### src/rtl/cpu_pkg.sv
// Shared MIPS-I encodings for the pipeline: opcodes, function codes, ALU ops, control bit indices.
package cpu_pkg;

    localparam logic [5:0] OP_RTYPE = 6'h00;
    localparam logic [5:0] OP_J     = 6'h02;
    localparam logic [5:0] OP_JAL   = 6'h03;
    localparam logic [5:0] OP_BEQ   = 6'h04;
    localparam logic [5:0] OP_BNE   = 6'h05;
    localparam logic [5:0] OP_ADDI  = 6'h08;
    localparam logic [5:0] OP_ADDIU = 6'h09;
    localparam logic [5:0] OP_SLTI  = 6'h0A;
    localparam logic [5:0] OP_SLTIU = 6'h0B;
    localparam logic [5:0] OP_ANDI  = 6'h0C;
    localparam logic [5:0] OP_ORI   = 6'h0D;
    localparam logic [5:0] OP_XORI  = 6'h0E;
    localparam logic [5:0] OP_LUI   = 6'h0F;
    localparam logic [5:0] OP_LW    = 6'h23;
    localparam logic [5:0] OP_SW    = 6'h2B;

    localparam logic [5:0] FN_SLL  = 6'h00;
    localparam logic [5:0] FN_SRL  = 6'h02;
    localparam logic [5:0] FN_SRA  = 6'h03;
    localparam logic [5:0] FN_JR   = 6'h08;
    localparam logic [5:0] FN_ADD  = 6'h20;
    localparam logic [5:0] FN_ADDU = 6'h21;
    localparam logic [5:0] FN_SUB  = 6'h22;
    localparam logic [5:0] FN_SUBU = 6'h23;
    localparam logic [5:0] FN_AND  = 6'h24;
    localparam logic [5:0] FN_OR   = 6'h25;
    localparam logic [5:0] FN_XOR  = 6'h26;
    localparam logic [5:0] FN_NOR  = 6'h27;
    localparam logic [5:0] FN_SLT  = 6'h2A;
    localparam logic [5:0] FN_SLTU = 6'h2B;

    typedef enum logic [3:0] {
        ALU_ADD  = 4'd0,
        ALU_SUB  = 4'd1,
        ALU_AND  = 4'd2,
        ALU_OR   = 4'd3,
        ALU_XOR  = 4'd4,
        ALU_NOR  = 4'd5,
        ALU_SLT  = 4'd6,
        ALU_SLTU = 4'd7,
        ALU_SLL  = 4'd8,
        ALU_SRL  = 4'd9,
        ALU_SRA  = 4'd10,
        ALU_LUI  = 4'd11
    } alu_op_e;

    localparam int CTL_REG_WRITE   = 5;
    localparam int CTL_MEM_READ    = 4;
    localparam int CTL_MEM_WRITE   = 3;
    localparam int CTL_ALU_SRC_IMM = 2;
    localparam int CTL_BRANCH      = 1;
    localparam int CTL_JUMP        = 0;

    function automatic logic [31:0] sext16(input logic [15:0] v);
        return {{16{v[15]}}, v};
    endfunction

    function automatic logic [31:0] zext16(input logic [15:0] v);
        return {16'h0000, v};
    endfunction

endpackage

### src/rtl/instr_decoder.sv
// Instruction field/control decoder: instr -> destination, immediate, ALU op, controls, rt usage.
// Latency: purely combinational.
// Backpressure: none; output follows the instruction word.
module instr_decoder
    import cpu_pkg::*;
(
    input  logic [31:0] instr,
    input  logic [3:0]  pc_hi,
    output logic [4:0]  rd,
    output logic [31:0] imm,
    output logic [3:0]  alu_op,
    output logic [5:0]  ctl,
    output logic        uses_rt
);

    logic [5:0]  opcode;
    logic [5:0]  funct;
    logic [4:0]  rt;
    logic [4:0]  rd_field;
    logic [4:0]  shamt;
    logic [15:0] imm16;
    logic [5:0]  raw_ctl;

    assign opcode   = instr[31:26];
    assign rt       = instr[20:16];
    assign rd_field = instr[15:11];
    assign shamt    = instr[10:6];
    assign funct    = instr[5:0];
    assign imm16    = instr[15:0];

    always_comb begin
        rd      = 5'd0;
        imm     = 32'd0;
        alu_op  = ALU_ADD;
        raw_ctl = 6'd0;
        uses_rt = 1'b0;
        case (opcode)
            OP_RTYPE: begin
                rd      = rd_field;
                imm     = {27'd0, shamt};
                uses_rt = 1'b1;
                raw_ctl[CTL_REG_WRITE] = 1'b1;
                case (funct)
                    FN_ADD, FN_ADDU: alu_op = ALU_ADD;
                    FN_SUB, FN_SUBU: alu_op = ALU_SUB;
                    FN_AND:          alu_op = ALU_AND;
                    FN_OR:           alu_op = ALU_OR;
                    FN_XOR:          alu_op = ALU_XOR;
                    FN_NOR:          alu_op = ALU_NOR;
                    FN_SLT:          alu_op = ALU_SLT;
                    FN_SLTU:         alu_op = ALU_SLTU;
                    FN_SLL:          alu_op = ALU_SLL;
                    FN_SRL:          alu_op = ALU_SRL;
                    FN_SRA:          alu_op = ALU_SRA;
                    FN_JR: begin
                        raw_ctl[CTL_REG_WRITE] = 1'b0;
                        raw_ctl[CTL_JUMP]      = 1'b1;
                    end
                    default: begin
                        rd      = 5'd0;
                        imm     = 32'd0;
                        uses_rt = 1'b0;
                        raw_ctl = 6'd0;
                    end
                endcase
            end
            OP_ADDI, OP_ADDIU, OP_SLTI, OP_SLTIU, OP_ANDI, OP_ORI, OP_XORI, OP_LUI: begin
                rd = rt;
                raw_ctl[CTL_REG_WRITE]   = 1'b1;
                raw_ctl[CTL_ALU_SRC_IMM] = 1'b1;
                imm = sext16(imm16);
                case (opcode)
                    OP_SLTI:  alu_op = ALU_SLT;
                    OP_SLTIU: alu_op = ALU_SLTU;
                    OP_ANDI:  begin alu_op = ALU_AND; imm = zext16(imm16); end
                    OP_ORI:   begin alu_op = ALU_OR;  imm = zext16(imm16); end
                    OP_XORI:  begin alu_op = ALU_XOR; imm = zext16(imm16); end
                    OP_LUI:   begin alu_op = ALU_LUI; imm = {imm16, 16'h0000}; end
                    default:  alu_op = ALU_ADD;
                endcase
            end
            OP_LW: begin
                rd  = rt;
                imm = sext16(imm16);
                raw_ctl[CTL_REG_WRITE]   = 1'b1;
                raw_ctl[CTL_MEM_READ]    = 1'b1;
                raw_ctl[CTL_ALU_SRC_IMM] = 1'b1;
            end
            OP_SW: begin
                rd      = rt;
                imm     = sext16(imm16);
                uses_rt = 1'b1;
                raw_ctl[CTL_MEM_WRITE]   = 1'b1;
                raw_ctl[CTL_ALU_SRC_IMM] = 1'b1;
            end
            OP_BEQ, OP_BNE: begin
                rd      = rt;
                imm     = sext16(imm16);
                alu_op  = ALU_SUB;
                uses_rt = 1'b1;
                raw_ctl[CTL_BRANCH] = 1'b1;
            end
            OP_J, OP_JAL: begin
                imm = {pc_hi, instr[25:0], 2'b00};
                raw_ctl[CTL_JUMP] = 1'b1;
                if (opcode == OP_JAL) begin
                    rd = 5'd31;
                    raw_ctl[CTL_REG_WRITE] = 1'b1;
                end
            end
            default: ;
        endcase
        // Writes to $0 are architecturally discarded, so never request them.
        ctl = raw_ctl;
        if (rd == 5'd0) begin
            ctl[CTL_REG_WRITE] = 1'b0;
        end
    end

endmodule

### src/rtl/decode_stage.sv
// ID stage: fetch handshake, regfile addressing, load-use bubble, ID/EX pipeline register.
// Latency: 1 cycle from acceptance to ID/EX outputs; regfile data aligned with them.
// Backpressure: if_ready drops on flush, EX stall (ex_valid && !ex_ready) or load-use hazard.
module decode_stage
    import cpu_pkg::*;
#(
    parameter int DATA_W = 32,
    parameter int REG_AW = 5
) (
    input  logic              clock,
    input  logic              reset,
    input  logic              if_valid,
    input  logic [DATA_W-1:0] if_instr,
    input  logic [DATA_W-1:0] if_pc,
    output logic              if_ready,
    input  logic              flush,
    output logic [REG_AW-1:0] addra,
    output logic [REG_AW-1:0] addrb,
    output logic              ex_valid,
    input  logic              ex_ready,
    output logic [DATA_W-1:0] ex_pc,
    output logic [REG_AW-1:0] ex_rd,
    output logic [DATA_W-1:0] ex_imm,
    output logic [3:0]        ex_alu_op,
    output logic [5:0]        ex_ctl
);

    logic [REG_AW-1:0] dec_rd;
    logic [DATA_W-1:0] dec_imm;
    logic [3:0]        dec_alu_op;
    logic [5:0]        dec_ctl;
    logic              dec_uses_rt;

    logic [REG_AW-1:0] rs;
    logic [REG_AW-1:0] rt;
    logic [REG_AW-1:0] held_rs;
    logic [REG_AW-1:0] held_rt;
    logic [REG_AW-1:0] last_load_rd;
    logic              stall_out;
    logic              hazard;
    logic              accept;

    instr_decoder u_instr_decoder (
        .instr   (if_instr),
        .pc_hi   (if_pc[DATA_W-1 -: 4]),
        .rd      (dec_rd),
        .imm     (dec_imm),
        .alu_op  (dec_alu_op),
        .ctl     (dec_ctl),
        .uses_rt (dec_uses_rt)
    );

    assign rs        = if_instr[25:21];
    assign rt        = if_instr[20:16];
    assign stall_out = ex_valid && !ex_ready;
    assign hazard    = if_valid && (last_load_rd != '0) &&
                       ((rs == last_load_rd) || (dec_uses_rt && (rt == last_load_rd)));
    assign if_ready  = !flush && !stall_out && !hazard;
    assign accept    = if_valid && if_ready;

    // While EX stalls the regfile must keep re-reading the operands of the ID/EX instruction.
    assign addra = (if_valid && !stall_out) ? rs : held_rs;
    assign addrb = (if_valid && !stall_out) ? rt : held_rt;

    always_ff @(posedge clock or negedge reset) begin
        if (!reset) begin
            ex_valid     <= 1'b0;
            ex_pc        <= '0;
            ex_rd        <= '0;
            ex_imm       <= '0;
            ex_alu_op    <= '0;
            ex_ctl       <= '0;
            held_rs      <= '0;
            held_rt      <= '0;
            last_load_rd <= '0;
        end else if (flush) begin
            ex_valid     <= 1'b0;
            last_load_rd <= '0;
        end else if (!stall_out) begin
            if (accept) begin
                ex_valid     <= 1'b1;
                ex_pc        <= if_pc;
                ex_rd        <= dec_rd;
                ex_imm       <= dec_imm;
                ex_alu_op    <= dec_alu_op;
                ex_ctl       <= dec_ctl;
                held_rs      <= rs;
                held_rt      <= rt;
                last_load_rd <= dec_ctl[CTL_MEM_READ] ? dec_rd : '0;
            end else begin
                // Idle or hazard bubble; clearing the load tag guarantees a single bubble.
                ex_valid     <= 1'b0;
                last_load_rd <= '0;
            end
        end
    end

endmodule

### config.mk
export PLATFORM = sky130hd
export DESIGN_NAME = decode_stage
export DESIGN_NICKNAME = d
export VERILOG_FILES = /design/src/rtl/cpu_pkg.sv /design/src/rtl/instr_decoder.sv /design/src/rtl/decode_stage.sv
export SDC_FILE = /design/constraint.sdc
export NUM_CORES = 1
export LEC_CHECK = 0
export CAP_MARGIN = 30
export CELL_PAD_IN_SITES_DETAIL_PLACEMENT = 2
export CELL_PAD_IN_SITES_GLOBAL_PLACEMENT = 2
export CORE_ASPECT_RATIO = 0.9
export CORE_UTILIZATION = 39
export DETAILED_ROUTE_END_ITERATION = 8
export DONT_BUFFER_PORTS = 1
export GPL_TIMING_DRIVEN = 0
export HOLD_SLACK_MARGIN = 0.05
export PLACE_DENSITY_LB_ADDON = 0.12
export SYNTH_ARGS = -nofsm -noshare
export SYNTH_HDL_FRONTEND = slang
export SYNTH_SLANG_ARGS = --single-unit
### constraint.sdc
create_clock -name clock -period 3.2 [get_ports clock]
set_clock_uncertainty 0.15 [all_clocks]
set_input_delay 0.64 -clock clock [delete_from_list [all_inputs] [get_ports clock]]
set_output_delay 0.64 -clock clock [all_outputs]
set_load 0.02 [all_outputs]
After elaboration in Yosys (flattened, before gate mapping)
Cells that the tools add are included.
{ "totals": {"reg_bits": 95, "input_bits": 69, "output_inout_bits": 91, "wordCells": 101} }
{ "classes": {"n_eq_ne": 30, "n_mux": 30, "bitwise_logic": 2, "n_reduce_logical": 30} }
{ "op_table": {"columns": ["operator", "count"], "rows": [
  ["$pmux W32 S4", 1],
  ["$eq A6 B6 Y1 const B", 12],
  ["$pmux W32 S2", 1],
  ["$eq A6 B4 Y1 const B", 9],
  ["$mux W5", 9],
  ["$pmux W4 S10", 1],
  ["$eq A6 B2 Y1 const B", 4],
  ["$pmux W4 S6", 1],
  ["$pmux W5 S3", 1],
  ["$reduce_or A14 Y1", 1],
  ["$reduce_or A13 Y1", 1],
  ["$eq A6 B3 Y1 const B", 2],
  ["$logic_not A6 Y1", 2],
  ["$mux W1", 12],
  ["$pmux W4 S3", 1],
  ["$reduce_or A12 Y1", 1],
  ["$eq A5 B5 Y1", 2],
  ["$reduce_or A10 Y1", 1],
  ["$reduce_or A9 Y1", 1],
  ["$logic_and A1 B1 Y1", 8],
  ["$reduce_or A8 Y1", 1],
  ["$reduce_or A2 Y1", 3],
  ["$reduce_or A3 Y1", 2],
  ["$logic_not A5 Y1", 1],
  ["other kinds (9)", 14]
]} }

Logic depth before layout (Yosys ltp)
{ "logic_depth": {"depth_word": 13, "ltp_mapped": 9, "mapped_depth_nobuf": 6} }

By module
From an unflattened synthesis, not the netlist that was laid out.
{ "hier_totals": {"cells_unflattened": 404, "area_unflattened_um2": 4895.9} }
{ "by_module_without_submodules": {"columns": ["mod", "instances", "cells_per_inst", "area_each_um2", "seq_area_each_um2"], "rows": [
  ["decode_stage", 1, 234, 3782.4, 2377.3],
  ["instr_decoder", 1, 170, 1113.6, 0.0]
]} }

Least setup slack after synthesis
OpenSTA, ideal clock, no wires.
{ "synth_timing": {"path_type": "input port to output port", "startpoint": "input port if_instr[29]", "endpoint": "output port if_ready", "arrival_ns": 2.352, "required_time_ns": 2.410, "slack_ns": 0.058, "cell_stages": 8, "n_path_buf": 2, "cell_sequence": "buf_2 or4_4 or4_4 a21oi_2 buf_2 o21ai_0 a21oi_1 nor3b_1"} }
{ "synth_between": {"elab_chain_cells": 8, "elab_cells_between_ends": 11, "cone_classes": "eq/ne (3); mux (1); reduce/logical (7)"} }
{ "synth_rtl": {"columns": ["item", "line_no", "text"], "rows": [
  ["from (decl)", "decode_stage.sv:13", "input logic [DATA_W-1:0] if_instr,"],
  ["$eq A6 B6 Y1 / $eq A6 B3 Y1 (equally long branches)", "instr_decoder.sv:37", "case (opcode)"],
  ["$reduce_or A3 Y1 (no line)", null, null],
  ["$pmux W1 S2 (*)", "instr_decoder.sv:37", null],
  ["$logic_and A1 B1 Y1 (*)", "decode_stage.sv:57", "((rs == last_load_rd) || (dec_uses_rt && (rt == last_load_rd)));"],
  ["$logic_or A1 B1 Y1 (*)", "decode_stage.sv:57", null],
  ["$logic_and A1 B1 Y1 (*)", "decode_stage.sv:56", "assign hazard = if_valid && (last_load_rd != '0) &&"],
  ["$logic_not A1 Y1 (*)", "decode_stage.sv:58", "assign if_ready = !flush && !stall_out && !hazard;"],
  ["$logic_and A1 B1 Y1 (*)", "decode_stage.sv:58", null],
  ["to (decl)", "decode_stage.sv:15", "output logic if_ready,"]
]} }
Every way passes the cells marked *; elsewhere a longest branch is shown, timed or not.

Worst setup path in the final report
Ends and elaborated chain as after synthesis.

==> impl_metrics.json <==
{
  "p_int_w": 0.002037,
  "detail_route.iter0.violations": 200,
  "end_kind": "primary output",
  "hold_violations": 0,
  "syn_area_um2": 4750,
  "power.share.combinational_pct": 12.4,
  "maxSlewHeadroom_pct": 49.37,
  "grt_pass1_wl_um": 22470,
  "worst-path-max-fanout": 10,
  "rows": 37,
  "overflow": 0,
  "m1WireLength_um": 6229,
  "coreArea_um2": 11670,
  "async_flop_share_pct": 100.0,
  "cts_tree": "done",
  "setup_violations": 0,
  "reg2reg_from": "last_load_rd[1]",
  "total_power_w": 0.002957,
  "clock_sinks": 95,
  "cts_buffers": 9,
  "wl_met2_um": 6502,
  "place_ws_ps": -249.6,
  "max_freq_mhz": 320.0,
  "p_switching_w": 0.0009203,
  "r2r_slack_ps": 910,
  "antenna_cells": 0,
  "dpl-instance-area_um2": 4945,
  "die_h_um": 106.7,
  "antenna_left": 0,
  "slew_violations": 0,
  "rsz0062_at_grt": "no",
  "path_clk_slew_ps": 60,
  "cts-root-buf": "clkbuf_16",
  "syn2layout_area_growth_pct": 11.70,
  "vias": 3431,
  "route.met3.wl_um": 1296,
  "die_area_um2": 12620,
  "hpwlAfterDp_um": 10440,
  "finalCritPeriodShare_pct": 97.66,
  "drc": 0,
  "crit_type": "input pin to primary output",
  "die_w_um": 118.3,
  "power.share.switching_pct": 31.12,
  "num_io_pins": 160,
  "power_density_nw_per_um2": 557.4,
  "clk_latency_ps": 350,
  "yosysWarnings": 0,
  "grt_max_degree": 96,
  "crit_buf_inv": 2,
  "placed_cells": 566,
  "topRoutingLayerUsed": "met4",
  "netlist_instances": 410,
  "max-clock-path-buffers": 2,
  "crit_family": "simple AND/OR/NAND/NOR gates",
  "slowest_stage": "or4_4",
  "finalNonFillerCells": 586,
  "start_util_pct": 40.71,
  "avgSynthCellArea_um2": 11.58,
  "p_clk_share_pct": 33.8,
  "max-cap-violations": 0,
  "firstDrtPassIters": 4,
  "antenna_found_initial": 0,
  "setup_ws_ps": 74.74,
  "p_seq_share_pct": 53.8,
  "critical_path.cell_chain": "buf_6, or4_4, or4_4, a21oi_4, buf_6, o21ai_2, a21oi_2, nor3b_4",
  "routed_wl_um": 14160,
  "final_nets": 495,
  "design_area_um2": 5305,
  "leakage_nw": 2.391,
  "critPathRequiredTime_ps": 2410,
  "slowest_delay_ps": 490,
  "cp-start-kind": "input pin",
  "ir_worst_vdd_v": 0.0003273,
  "viasPerCell": 5.855,
  "rr_worst_depth": 8,
  "wl_per_cell_um": 24.16,
  "yosysSeqAreaShare_pct": 50.05,
  "arrival_ps": 2340,
  "grt_pass1_vias": 3814,
  "status": "finished clean",
  "h-tree-depth": 3,
  "drive_gt1_share_pct": 22.33,
  "gp_congestion": 0.7775,
  "ys_ff_latch": 95,
  "fin_crit_ps": 3125,
  "synth_flop_cell": "dfrtp_1",
  "min_path_type": "input pin to async pin",
  "final.setup.tns_ps": 0,
  "worst_pin_slew_ps": 759.4,
  "synth_enable_flop_cells": 0,
  "port_buffers": 0,
  "synth_fp_nets": 479,
  "r2r-end": "ex_pc[2]",
  "synth_cell_types": 44,
  "grtUsageTotal_pct": 23.91
}
-- per-stage QoR --
stage / util, % / hold slack (ps)
final: 45.47 / 27.22
after global routing: 45.47 / 64.68
after CTS: 45.47 / 73.80
after detailed placement: 42.39 / 197.3
after global placement: 42.39 / 196.8
after floorplan: - / 194.4
-- logic make-up (layout without fill, tap and decap cells) --
| kind of cell | count (synthesis) | in the layout | share of synthesized area (%) |
|---|---|---|---|
| compound gates | 76 | 76 | 10.91 |
| flops | 95 | 95 | 50.05 |
| buf+inv | 36 | 56 | 4.426 |
| xor+xnor | 11 | 11 | 2.029 |
| mux | 99 | 99 | 23.37 |
| simple gates | 93 | 93 | 9.220 |
-- power groups by stage --
stage / clock network [W] / logic (W) / registers, W
final: 0.000998 / 0.000368 / 0.00159
after global routing: 0.00108 / 0.000405 / 0.00161
after CTS: 0.00103 / 0.000375 / 0.00159
after detailed placement: 0 / 0.000339 / 0.00161
after global placement: 0 / 0.000323 / 0.00160
after floorplan: 0 / 0.000277 / 0.00158
-- synthesized netlist by cell type (all sizes together), types with 3 or more instances --
library cell | instances | area [um2]
nand2 | 39 | 148.9
xor2 | 8 | 70.07
mux2 | 95 | 1070
nand3 | 19 | 95.09
o21ai | 28 | 140.1
a22o | 13 | 113.9
a221o | 5 | 50.05
nor3 | 5 | 25.02
clkbuf | 15 | 56.30
a222oi | 3 | 30.03
buf | 13 | 123.9
inv | 8 | 30.03
xnor2 | 3 | 26.28
a21oi | 12 | 63.81
dfrtp | 95 | 2377
nor2 | 14 | 52.55
mux2i | 4 | 40.04
nand2b | 3 | 18.77
-- registers in the layout (all words and copies together), names as in the netlist --
register and count:
ex_imm 32, ex_valid 1, ex_pc 32, ex_ctl 6
held_rt 5, ex_alu_op 4, held_rs 5, ex_rd 5
last_load_rd 5
-- final cells by class --
cell class | instances | area (um2)
Tap cell | 156 | 195.2
Multi-Input combinational cell | 279 | 2188
Timing Repair Buffer | 5 | 57.56
Sequential cell | 95 | 2377
Clock buffer | 10 | 229.0
Fill cell | 1236 | 6361
Inverter | 8 | 30.03
Buffer | 28 | 192.7
Clock inverter | 5 | 35.03
-- cell usage in the layout (no fill, tap or decap), drive strengths merged, types with 2 or more instances in the layout --
cell	count
nand2b	3
inv	9
buf	18
nor3	5
xnor2	3
a31oi	2
a222oi	3
mux2	95
or2	2
a221o	5
dfrtp	95
nand2	39
o21ai	28
nand3	19
o22ai	2
nor4	2
xor2	8
a22o	13
a21oi	12
mux2i	4
or4	2
nor2	14
o21a	2
nand3b	2
nor2b	2
clkinv	3
clkbuf	25
-- worst register-to-register path, delay by kind of cell (launching register included) --
family                    cells  cell delay, ps
and+or+nand+nor               3             500
buffers and inverters         2             360
muxes                         1             350
xor gates and xnor gates      1             180
DFF                           1             450
AOI/OAI and AO/OA             1             180
-- worst max path at each step --
stage,start,end,slack (ps),cells past startpoint
3_3_place_gp,if_instr[29],if_ready,-240,8
3_5_place_dp,if_instr[29],if_ready,-250,8
6_report,if_instr[29],if_ready,70,8
4_1_cts,if_instr[29],if_ready,20,8
2_1_floorplan,if_instr[29],if_ready,60,8
5_1_grt,if_instr[29],if_ready,40,8
-- layer usage --
layer  GRT usage (%)  up-vias
li1                -     1516
met1           29.81     1773
met2           38.11      130
met3           10.64       12
met4           5.220        0
met5               0        -
-- what timing repair did --
action | in CTS | in global routing
pin swaps | 4 | 2
gates resized for setup | 10 | 0
setup endpoints to repair | 1 | 1
hold buffers | 1 | 0
hold endpoints to repair | 95 | 0
buffers inserted | 4 | 0
Power figures use the tool's default switching activity.
